File: src/rtl/upper_ram_arbiter_if.sv
// ----------------------------------------------------------------------------
// upper_ram_arbiter_if
// Purpose : bundles the CPU port, the DMA port and the single-port RAM request
//           of the upper RAM arbiter into one interface.
// Signals : clk_en_i, cpu_*        - CPU bus (CPU slot = clk_en_i & ~cpu_ce_n_i)
//           adamnet_sel_n_i        - low blocks CPU writes
//           dma_*                  - DMA request strobes, data, acks and busy
//           mem_*                  - RAM request out, RAM read data in
//           stall_cnt_o            - saturating count of CPU-blocked DMA cycles
// Modports: slave  - the arbiter side
//           master - the side that drives CPU/DMA requests and models the RAM
// ----------------------------------------------------------------------------
interface upper_ram_arbiter_if #(
    parameter int AW = 15,
    parameter int DW = 8
);
    logic          clk_en_i;
    logic [AW-1:0] cpu_a_i;
    logic          cpu_ce_n_i;
    logic          cpu_we_n_i;
    logic [DW-1:0] cpu_d_i;
    logic [DW-1:0] cpu_d_o;
    logic          adamnet_sel_n_i;
    logic [AW-1:0] dma_addr_i;
    logic          dma_wr_i;
    logic          dma_rd_i;
    logic [DW-1:0] dma_d_i;
    logic [DW-1:0] dma_d_o;
    logic          dma_wr_ack_o;
    logic          dma_rd_ack_o;
    logic          dma_busy_o;
    logic [AW-1:0] mem_a_o;
    logic          mem_we_o;
    logic [DW-1:0] mem_d_o;
    logic [DW-1:0] mem_q_i;
    logic [7:0]    stall_cnt_o;

    modport slave (
        input  clk_en_i, cpu_a_i, cpu_ce_n_i, cpu_we_n_i, cpu_d_i, adamnet_sel_n_i,
               dma_addr_i, dma_wr_i, dma_rd_i, dma_d_i, mem_q_i,
        output cpu_d_o, dma_d_o, dma_wr_ack_o, dma_rd_ack_o, dma_busy_o,
               mem_a_o, mem_we_o, mem_d_o, stall_cnt_o
    );

    modport master (
        output clk_en_i, cpu_a_i, cpu_ce_n_i, cpu_we_n_i, cpu_d_i, adamnet_sel_n_i,
               dma_addr_i, dma_wr_i, dma_rd_i, dma_d_i, mem_q_i,
        input  cpu_d_o, dma_d_o, dma_wr_ack_o, dma_rd_ack_o, dma_busy_o,
               mem_a_o, mem_we_o, mem_d_o, stall_cnt_o
    );
endinterface

File: src/rtl/upper_ram_arbiter.sv
// ----------------------------------------------------------------------------
// upper_ram_arbiter
// Purpose : shares one single-port RAM between a CPU and a DMA engine. The CPU
//           owns the RAM in every CPU slot and is never delayed; DMA requests
//           are latched, then issued in the first cycle without a CPU slot.
// Ports   : clk_i      - clock
//           reset_n_i  - asynchronous active-low reset
//           bus        - upper_ram_arbiter_if.slave (CPU, DMA and RAM signals)
// Timing  : RAM read data arrives one cycle after its address. Uncontended
//           DMA write acks two cycles after the strobe, read acks after three.
// ----------------------------------------------------------------------------
module upper_ram_arbiter #(
    parameter int AW = 15,
    parameter int DW = 8
) (
    input  logic                 clk_i,
    input  logic                 reset_n_i,
    upper_ram_arbiter_if.slave   bus
);
    typedef enum logic [1:0] {
        S_IDLE,
        S_PEND,
        S_RDWAIT,
        S_ACK
    } state_t;

    state_t        state_q, state_d;
    logic [AW-1:0] req_a_q, req_a_d;
    logic [DW-1:0] req_d_q, req_d_d;
    logic          req_wr_q, req_wr_d;
    logic [DW-1:0] dma_d_q, dma_d_d;
    logic [7:0]    stall_q, stall_d;
    logic [AW-1:0] mem_a_q, mem_a_d;
    logic [DW-1:0] mem_d_q, mem_d_d;
    logic          mem_we;
    logic          cpu_rd_q;
    logic [DW-1:0] cpu_d_q;

    logic cpu_slot;
    logic dma_issue;
    logic strobe;

    assign cpu_slot  = bus.clk_en_i & ~bus.cpu_ce_n_i;
    assign dma_issue = (state_q == S_PEND) & ~cpu_slot;
    assign strobe    = bus.dma_wr_i | bus.dma_rd_i;

    // RAM request mux. Address and data hold their last driven value when
    // nobody uses the RAM; everything is forced to zero while in reset, even
    // if the CPU is presenting a slot.
    always_comb begin
        mem_a_d = mem_a_q;
        mem_d_d = mem_d_q;
        mem_we  = 1'b0;
        if (cpu_slot) begin
            mem_a_d = bus.cpu_a_i;
            mem_d_d = bus.cpu_d_i;
            mem_we  = ~bus.cpu_we_n_i & bus.adamnet_sel_n_i;
        end else if (dma_issue) begin
            mem_a_d = req_a_q;
            mem_d_d = req_d_q;
            mem_we  = req_wr_q;
        end
        if (!reset_n_i) begin
            mem_a_d = '0;
            mem_d_d = '0;
            mem_we  = 1'b0;
        end
    end

    // DMA sequencer next-state logic.
    always_comb begin
        state_d  = state_q;
        req_a_d  = req_a_q;
        req_d_d  = req_d_q;
        req_wr_d = req_wr_q;
        dma_d_d  = dma_d_q;
        stall_d  = stall_q;
        case (state_q)
            // The ack cycle also accepts a new strobe so back-to-back
            // requests lose no cycle. A simultaneous wr/rd becomes a write.
            S_IDLE, S_ACK: begin
                state_d = S_IDLE;
                if (strobe) begin
                    state_d  = S_PEND;
                    req_a_d  = bus.dma_addr_i;
                    req_d_d  = bus.dma_d_i;
                    req_wr_d = bus.dma_wr_i;
                end
            end
            S_PEND: begin
                if (cpu_slot) begin
                    if (stall_q != 8'hFF) begin
                        stall_d = stall_q + 8'd1;
                    end
                end else begin
                    state_d = req_wr_q ? S_ACK : S_RDWAIT;
                end
            end
            // mem_q_i still belongs to the DMA read issued last cycle, so a
            // CPU slot now does not disturb the capture.
            S_RDWAIT: begin
                dma_d_d = bus.mem_q_i;
                state_d = S_ACK;
            end
            default: state_d = S_IDLE;
        endcase
    end

    always_ff @(posedge clk_i or negedge reset_n_i) begin
        if (!reset_n_i) begin
            state_q  <= S_IDLE;
            req_a_q  <= '0;
            req_d_q  <= '0;
            req_wr_q <= 1'b0;
            dma_d_q  <= '0;
            stall_q  <= '0;
            mem_a_q  <= '0;
            mem_d_q  <= '0;
            cpu_rd_q <= 1'b0;
            cpu_d_q  <= '0;
        end else begin
            state_q  <= state_d;
            req_a_q  <= req_a_d;
            req_d_q  <= req_d_d;
            req_wr_q <= req_wr_d;
            dma_d_q  <= dma_d_d;
            stall_q  <= stall_d;
            mem_a_q  <= mem_a_d;
            mem_d_q  <= mem_d_d;
            // CPU read data is on mem_q_i the cycle after the read slot.
            cpu_rd_q <= cpu_slot & bus.cpu_we_n_i;
            if (cpu_rd_q) begin
                cpu_d_q <= bus.mem_q_i;
            end
        end
    end

    assign bus.mem_a_o      = mem_a_d;
    assign bus.mem_d_o      = mem_d_d;
    assign bus.mem_we_o     = mem_we;
    assign bus.cpu_d_o      = cpu_d_q;
    assign bus.dma_d_o      = dma_d_q;
    assign bus.dma_wr_ack_o = (state_q == S_ACK) &  req_wr_q;
    assign bus.dma_rd_ack_o = (state_q == S_ACK) & ~req_wr_q;
    assign bus.dma_busy_o   = (state_q != S_IDLE);
    assign bus.stall_cnt_o  = stall_q;
endmodule

File: src/flat_wrapper.sv
// flat-port wrapper written by rule: the top's interface ports become plain ports
module upper_ram_arbiter_flat 
#(
    parameter int AW = 15,
    parameter int DW = 8
)
  (clk_i, reset_n_i, bus_clk_en_i, bus_cpu_a_i, bus_cpu_ce_n_i, bus_cpu_we_n_i, bus_cpu_d_i, bus_adamnet_sel_n_i, bus_dma_addr_i, bus_dma_wr_i, bus_dma_rd_i, bus_dma_d_i, bus_mem_q_i, bus_cpu_d_o, bus_dma_d_o, bus_dma_wr_ack_o, bus_dma_rd_ack_o, bus_dma_busy_o, bus_mem_a_o, bus_mem_we_o, bus_mem_d_o, bus_stall_cnt_o);
  upper_ram_arbiter_if #(.AW(AW), .DW(DW)) bus_i ();
  input  logic clk_i;
  input  logic reset_n_i;
  input wire logic [$bits(bus_i.clk_en_i)-1:0] bus_clk_en_i;
  input wire logic [$bits(bus_i.cpu_a_i)-1:0] bus_cpu_a_i;
  input wire logic [$bits(bus_i.cpu_ce_n_i)-1:0] bus_cpu_ce_n_i;
  input wire logic [$bits(bus_i.cpu_we_n_i)-1:0] bus_cpu_we_n_i;
  input wire logic [$bits(bus_i.cpu_d_i)-1:0] bus_cpu_d_i;
  input wire logic [$bits(bus_i.adamnet_sel_n_i)-1:0] bus_adamnet_sel_n_i;
  input wire logic [$bits(bus_i.dma_addr_i)-1:0] bus_dma_addr_i;
  input wire logic [$bits(bus_i.dma_wr_i)-1:0] bus_dma_wr_i;
  input wire logic [$bits(bus_i.dma_rd_i)-1:0] bus_dma_rd_i;
  input wire logic [$bits(bus_i.dma_d_i)-1:0] bus_dma_d_i;
  input wire logic [$bits(bus_i.mem_q_i)-1:0] bus_mem_q_i;
  output wire logic [$bits(bus_i.cpu_d_o)-1:0] bus_cpu_d_o;
  output wire logic [$bits(bus_i.dma_d_o)-1:0] bus_dma_d_o;
  output wire logic [$bits(bus_i.dma_wr_ack_o)-1:0] bus_dma_wr_ack_o;
  output wire logic [$bits(bus_i.dma_rd_ack_o)-1:0] bus_dma_rd_ack_o;
  output wire logic [$bits(bus_i.dma_busy_o)-1:0] bus_dma_busy_o;
  output wire logic [$bits(bus_i.mem_a_o)-1:0] bus_mem_a_o;
  output wire logic [$bits(bus_i.mem_we_o)-1:0] bus_mem_we_o;
  output wire logic [$bits(bus_i.mem_d_o)-1:0] bus_mem_d_o;
  output wire logic [$bits(bus_i.stall_cnt_o)-1:0] bus_stall_cnt_o;
  assign bus_i.clk_en_i = bus_clk_en_i;
  assign bus_i.cpu_a_i = bus_cpu_a_i;
  assign bus_i.cpu_ce_n_i = bus_cpu_ce_n_i;
  assign bus_i.cpu_we_n_i = bus_cpu_we_n_i;
  assign bus_i.cpu_d_i = bus_cpu_d_i;
  assign bus_i.adamnet_sel_n_i = bus_adamnet_sel_n_i;
  assign bus_i.dma_addr_i = bus_dma_addr_i;
  assign bus_i.dma_wr_i = bus_dma_wr_i;
  assign bus_i.dma_rd_i = bus_dma_rd_i;
  assign bus_i.dma_d_i = bus_dma_d_i;
  assign bus_i.mem_q_i = bus_mem_q_i;
  assign bus_cpu_d_o = bus_i.cpu_d_o;
  assign bus_dma_d_o = bus_i.dma_d_o;
  assign bus_dma_wr_ack_o = bus_i.dma_wr_ack_o;
  assign bus_dma_rd_ack_o = bus_i.dma_rd_ack_o;
  assign bus_dma_busy_o = bus_i.dma_busy_o;
  assign bus_mem_a_o = bus_i.mem_a_o;
  assign bus_mem_we_o = bus_i.mem_we_o;
  assign bus_mem_d_o = bus_i.mem_d_o;
  assign bus_stall_cnt_o = bus_i.stall_cnt_o;
  upper_ram_arbiter #(.AW(AW), .DW(DW)) u_core (.clk_i(clk_i), .reset_n_i(reset_n_i), .bus(bus_i));
endmodule
File: config.mk
export PLATFORM = sky130hd
export DESIGN_NAME = upper_ram_arbiter_flat
export DESIGN_NICKNAME = d
export VERILOG_FILES = /design/src/rtl/upper_ram_arbiter_if.sv /design/src/rtl/upper_ram_arbiter.sv /design/src/flat_wrapper.sv
export SDC_FILE = /design/constraint.sdc
export NUM_CORES = 1
export LEC_CHECK = 0
export CORE_ASPECT_RATIO = 0.6
export CORE_MARGIN = 4
export CORE_UTILIZATION = 47
export CTS_BUF_LIST = sky130_fd_sc_hd__clkbuf_8
export DETAILED_ROUTE_END_ITERATION = 10
export PLACE_DENSITY = 0.94
export SLEW_MARGIN = 40
export SYNTH_ARGS = -nofsm -noshare
export SYNTH_HDL_FRONTEND = slang
export SYNTH_SLANG_ARGS = --single-unit
File: constraint.sdc
create_clock -name clk_i -period 2.05 [get_ports clk_i]
set_input_delay 0.3075 -clock clk_i [delete_from_list [all_inputs] [get_ports clk_i]]
set_output_delay 0.3075 -clock clk_i [all_outputs]
set_load 0.005 [all_outputs]
==> impl_metrics.xml <==
<?xml version="1.0" encoding="UTF-8"?>
<metrics>
  <group name="clock_network">
    <metric name="numCtsBuffers" unit="">9</metric>
    <metric name="clk_latency" unit="ns">0.34</metric>
    <metric name="cts.htree.levels" unit="">3</metric>
    <metric name="number_of_clock_sinks" unit="">74</metric>
    <metric name="tritoncts" unit="">built</metric>
    <metric name="cts-root-buf" unit="">clkbuf_8</metric>
    <metric name="clk_transition_reported_paths" unit="ns">0.08</metric>
    <metric name="clock_path_buffers" unit="">2</metric>
  </group>
  <group name="worst_setup_path">
    <metric name="cp_data_arrival_time" unit="ns">1.81</metric>
    <metric name="crit_path_cell_trace" unit="">inv_2, ha_4, buf_12, buf_6, mux2i_2, nand2_1, o211a_1, buf_2</metric>
    <metric name="critical_path.startpoint_type" unit="">register</metric>
    <metric name="worstSetupPathType" unit="">reg2out</metric>
    <metric name="critical_path_s_largest_stage_delay" unit="ns">0.39</metric>
    <metric name="worst-endpoint-required" unit="ns">1.74</metric>
    <metric name="worst_setup_path_end_kind" unit="">primary output</metric>
    <metric name="critical_path_fanouts_max" unit="">6</metric>
    <metric name="rrSetupSlack" unit="ns">0.22</metric>
    <metric name="slowest_stage" unit="">dfrtp_1</metric>
  </group>
  <group name="finish">
    <metric name="final-instance-count-excl-fill" unit="">502</metric>
    <metric name="drive_above_1_share" unit="">0.3566</metric>
    <metric name="layout.filler_cells" unit="">451</metric>
    <metric name="finalCoreUtilization" unit="">0.7592</metric>
    <metric name="final_nets" unit="">478</metric>
    <metric name="antennaDiodeCount" unit="">0</metric>
    <metric name="regArea" unit="um^2">1852</metric>
    <metric name="fin_area" unit="um^2">5156</metric>
    <metric name="synthToLayoutAreaGrowth" unit="%">53.48</metric>
    <metric name="multiInputGateArea" unit="um^2">1433</metric>
  </group>
  <group name="placement">
    <metric name="post-place-ws" unit="ns">-0.2290</metric>
    <metric name="placedCellCount" unit="">453</metric>
    <metric name="io_buffer_count" unit="">112</metric>
    <metric name="dpl_cell_area" unit="um^2">4725</metric>
    <metric name="dpl_wire_length" unit="um">6102</metric>
    <metric name="gpl.final_weighted_congestion" unit="">0.7944</metric>
  </group>
  <group name="routing">
    <metric name="detail_route.wl_per_cell" unit="um">17.33</metric>
    <metric name="drt-initial-drc-count" unit="">89</metric>
    <metric name="wl" unit="um">8702</metric>
    <metric name="detail_route.drc_violations" unit="">0</metric>
    <metric name="num_vias" unit="">2574</metric>
    <metric name="vias_per_cell" unit="">5.127</metric>
    <metric name="detail-route-antenna-nets" unit="">0</metric>
    <metric name="drt_pass1_iterations" unit="">4</metric>
  </group>
  <group name="global_route">
    <metric name="number_of_global_route_vias_before_repair" unit="">2834</metric>
    <metric name="globalRouteOverflowTotal" unit="">0</metric>
    <metric name="antenna_violations_before_repair" unit="">0</metric>
    <metric name="track_usage" unit="">0.2133</metric>
    <metric name="grt_max_degree" unit="">27</metric>
    <metric name="grt_first_pass_wirelength" unit="um">13860</metric>
  </group>
  <group name="synthesis">
    <metric name="synth_largest_area_cell" unit="">dfrtp_1</metric>
    <metric name="ys_seq_area_frac" unit="">0.5512</metric>
    <metric name="synth_edf_count" unit="">0</metric>
    <metric name="syn_area" unit="um^2">3359</metric>
    <metric name="post-synth-top-count-cell" unit="">dfrtp_1</metric>
    <metric name="async_flop_share" unit="">1.000</metric>
    <metric name="yosysUniqueCellTypes" unit="">36</metric>
    <metric name="synthCells" unit="">247</metric>
    <metric name="ys_dominant_reg_cell" unit="">dfrtp_1</metric>
    <metric name="synth.yosys.warnings" unit="">0</metric>
    <metric name="synth_largest_type_area_fraction" unit="">0.5512</metric>
    <metric name="synthesis.nets" unit="">314</metric>
    <metric name="synth_area_per_cell" unit="um^2">13.60</metric>
    <metric name="synthTopCellsByCount" unit="">dfrtp_1, mux2_2, nand2_1</metric>
    <metric name="post_synth_main_area_contributors" unit="">dfrtp_1, mux2_2, mux2i_1, o211a_1, nand2_1</metric>
    <metric name="synth.ff_latch_count" unit="">74</metric>
  </group>
  <group name="sta">
    <metric name="fmaxAchievable" unit="MHz">472.1</metric>
    <metric name="timing.hold.ws" unit="ns">0.3645</metric>
    <metric name="setup-violations-final" unit="">6</metric>
    <metric name="period_needed" unit="ns">2.118</metric>
    <metric name="max-slew-margin-rel" unit="">0.7001</metric>
    <metric name="tightestPinTransition" unit="ns">0.4499</metric>
    <metric name="timing.final.crit_share" unit="">1.033</metric>
    <metric name="final.setup.worst_slack" unit="ns">-0.06813</metric>
    <metric name="finClkSkew" unit="ns">0.008034</metric>
    <metric name="rsz_0062_raised_after_global_routing" unit="">true</metric>
    <metric name="hold_viol" unit="">0</metric>
    <metric name="maxSlewViolCount" unit="">0</metric>
  </group>
  <group name="run_status">
    <metric name="failed_checks" unit="">setup timing</metric>
    <metric name="outcome" unit="">complete, but fails checks</metric>
  </group>
  <group name="power">
    <metric name="ir_drop" unit="V">0.0005652</metric>
    <metric name="static_leakage" unit="nW">2.567</metric>
    <metric name="power_density_relative_to_cell_area" unit="nW/um^2">1303</metric>
  </group>
  <group name="die">
    <metric name="die_width" unit="um">117.1</metric>
    <metric name="pin_count" unit="">113</metric>
    <metric name="dieHeight" unit="um">73.49</metric>
    <metric name="effective_utilization_at_floorplan" unit="">0.4947</metric>
    <metric name="core.rowCount" unit="">23</metric>
    <metric name="overall_die_area" unit="um^2">8609</metric>
    <metric name="fp.coreArea" unit="um^2">6792</metric>
  </group>
  <group name="flow_run">
    <metric name="max_cap_violations" unit="">0</metric>
  </group>
  <group name="hold_path">
    <metric name="timing.hold.worst.class" unit="">in2async</metric>
  </group>
</metrics>
[cells in the final DEF (no fill, tap or decap), types with 6 or more instances in the layout]
cell | netlist | routed
o211a_1 | 23 | 23
dfrtp_1 | 74 | 74
clkbuf_8 | 0 | 10
mux2_2 | 40 | 40
clkdlybuf4s50_1 | 0 | 84
buf_2 | 1 | 24
buf_12 | 0 | 6
nand2_1 | 29 | 29
buf_4 | 4 | 46
mux2i_1 | 25 | 22
[cell families (layout without fill, tap and decap cells)]
family,after synthesis,after routing,share of synthesized area
flops,74,74,0.5512
mux,67,67,0.2153
simple gates,45,45,0.07524
buf+inv,19,187,0.03277
compound gates,33,33,0.09646
fa+ha+maj,5,5,0.01862
xor+xnor,4,4,0.01043
[critical path, delay by kind of cell (launching register included)]
kind / cells / cell delay, ns
AO/OA/AOI/OAI: 1 / 0.15
adder cells (fa/ha/maj): 1 / 0.19
buffers and inverters: 4 / 0.45
multiplexers: 1 / 0.20
AND/OR/NAND/NOR: 1 / 0.08
flip-flops: 1 / 0.39
[state kept, by name, summed over array words and instances, names as in the netlist, 2 cells and up]
signal,cells
u_core.bus.cpu_d_o,8
u_core.mem_d_q,8
u_core.bus.stall_cnt_o,8
u_core.state_q,2
u_core.req_d_q,8
u_core.req_a_q,15
u_core.mem_a_q,15
u_core.bus.dma_d_o,8
[metrics by stage]
step           TNS (ns)  total power, mW
3_3_place_gp     -3.549            4.924
2_1_floorplan         0            3.799
6_report        -0.1547            6.718
3_5_place_dp     -3.712            5.070
5_1_grt          -1.608            7.143
4_1_cts         -0.3566            6.809
[power breakdown]
group / switching [mW] / internal [mW]
clock network: 0.513 / 0.833
registers: 0.315 / 1.99
logic: 1.17 / 1.89
[area by class of cell]
cell class	instances	area share
clock buffers	10	0.02669
clock inverters	5	0.01990
inverters	4	0.002912
multi-input cells	154	0.2778
flip-flops and latches	74	0.3591
well taps	87	0.02111
repair buffers	168	0.2924
[metal layers]
| metal | global-route usage | part of all wire | vias up |
|---|---|---|---|
| met4 | 0.06743 | 0.019 | 0 |
| met1 | 0.2616 | 0.43 | 1236 |
| met2 | 0.3540 | 0.47 | 104 |
| li1 | - | - | 1216 |
| met5 | 0 | 0 | - |
| met3 | 0.07737 | 0.080 | 18 |
[path summary, 6_finish.rpt]
check                                       from                        end  cells after the start
hold / removal                         reset_n_i         u_core.req_a_q[11]                      2
setup / recovery               u_core.state_q[1]             bus_mem_a_o[0]                      8
setup reg to reg               u_core.state_q[1]  u_core.bus.stall_cnt_o[6]                      7
hold reg to reg            u_core.bus.cpu_d_o[0]      u_core.bus.cpu_d_o[0]                      1
min in group clk_i         u_core.bus.cpu_d_o[0]      u_core.bus.cpu_d_o[0]                      1
max in group asynchronous              reset_n_i          u_core.req_d_q[0]                      4
[repair_timing]
action | in CTS | in global routing
hold buffers | 1 | 0
hold endpoints to repair | 2 | 0
pin swaps | 11 | 3
buffers inserted | 24 | 9
resized for setup | 110 | 2
gates cloned | 2 | 0
setup endpoints to repair | 25 | 24
Power figures use the tool's default switching activity.
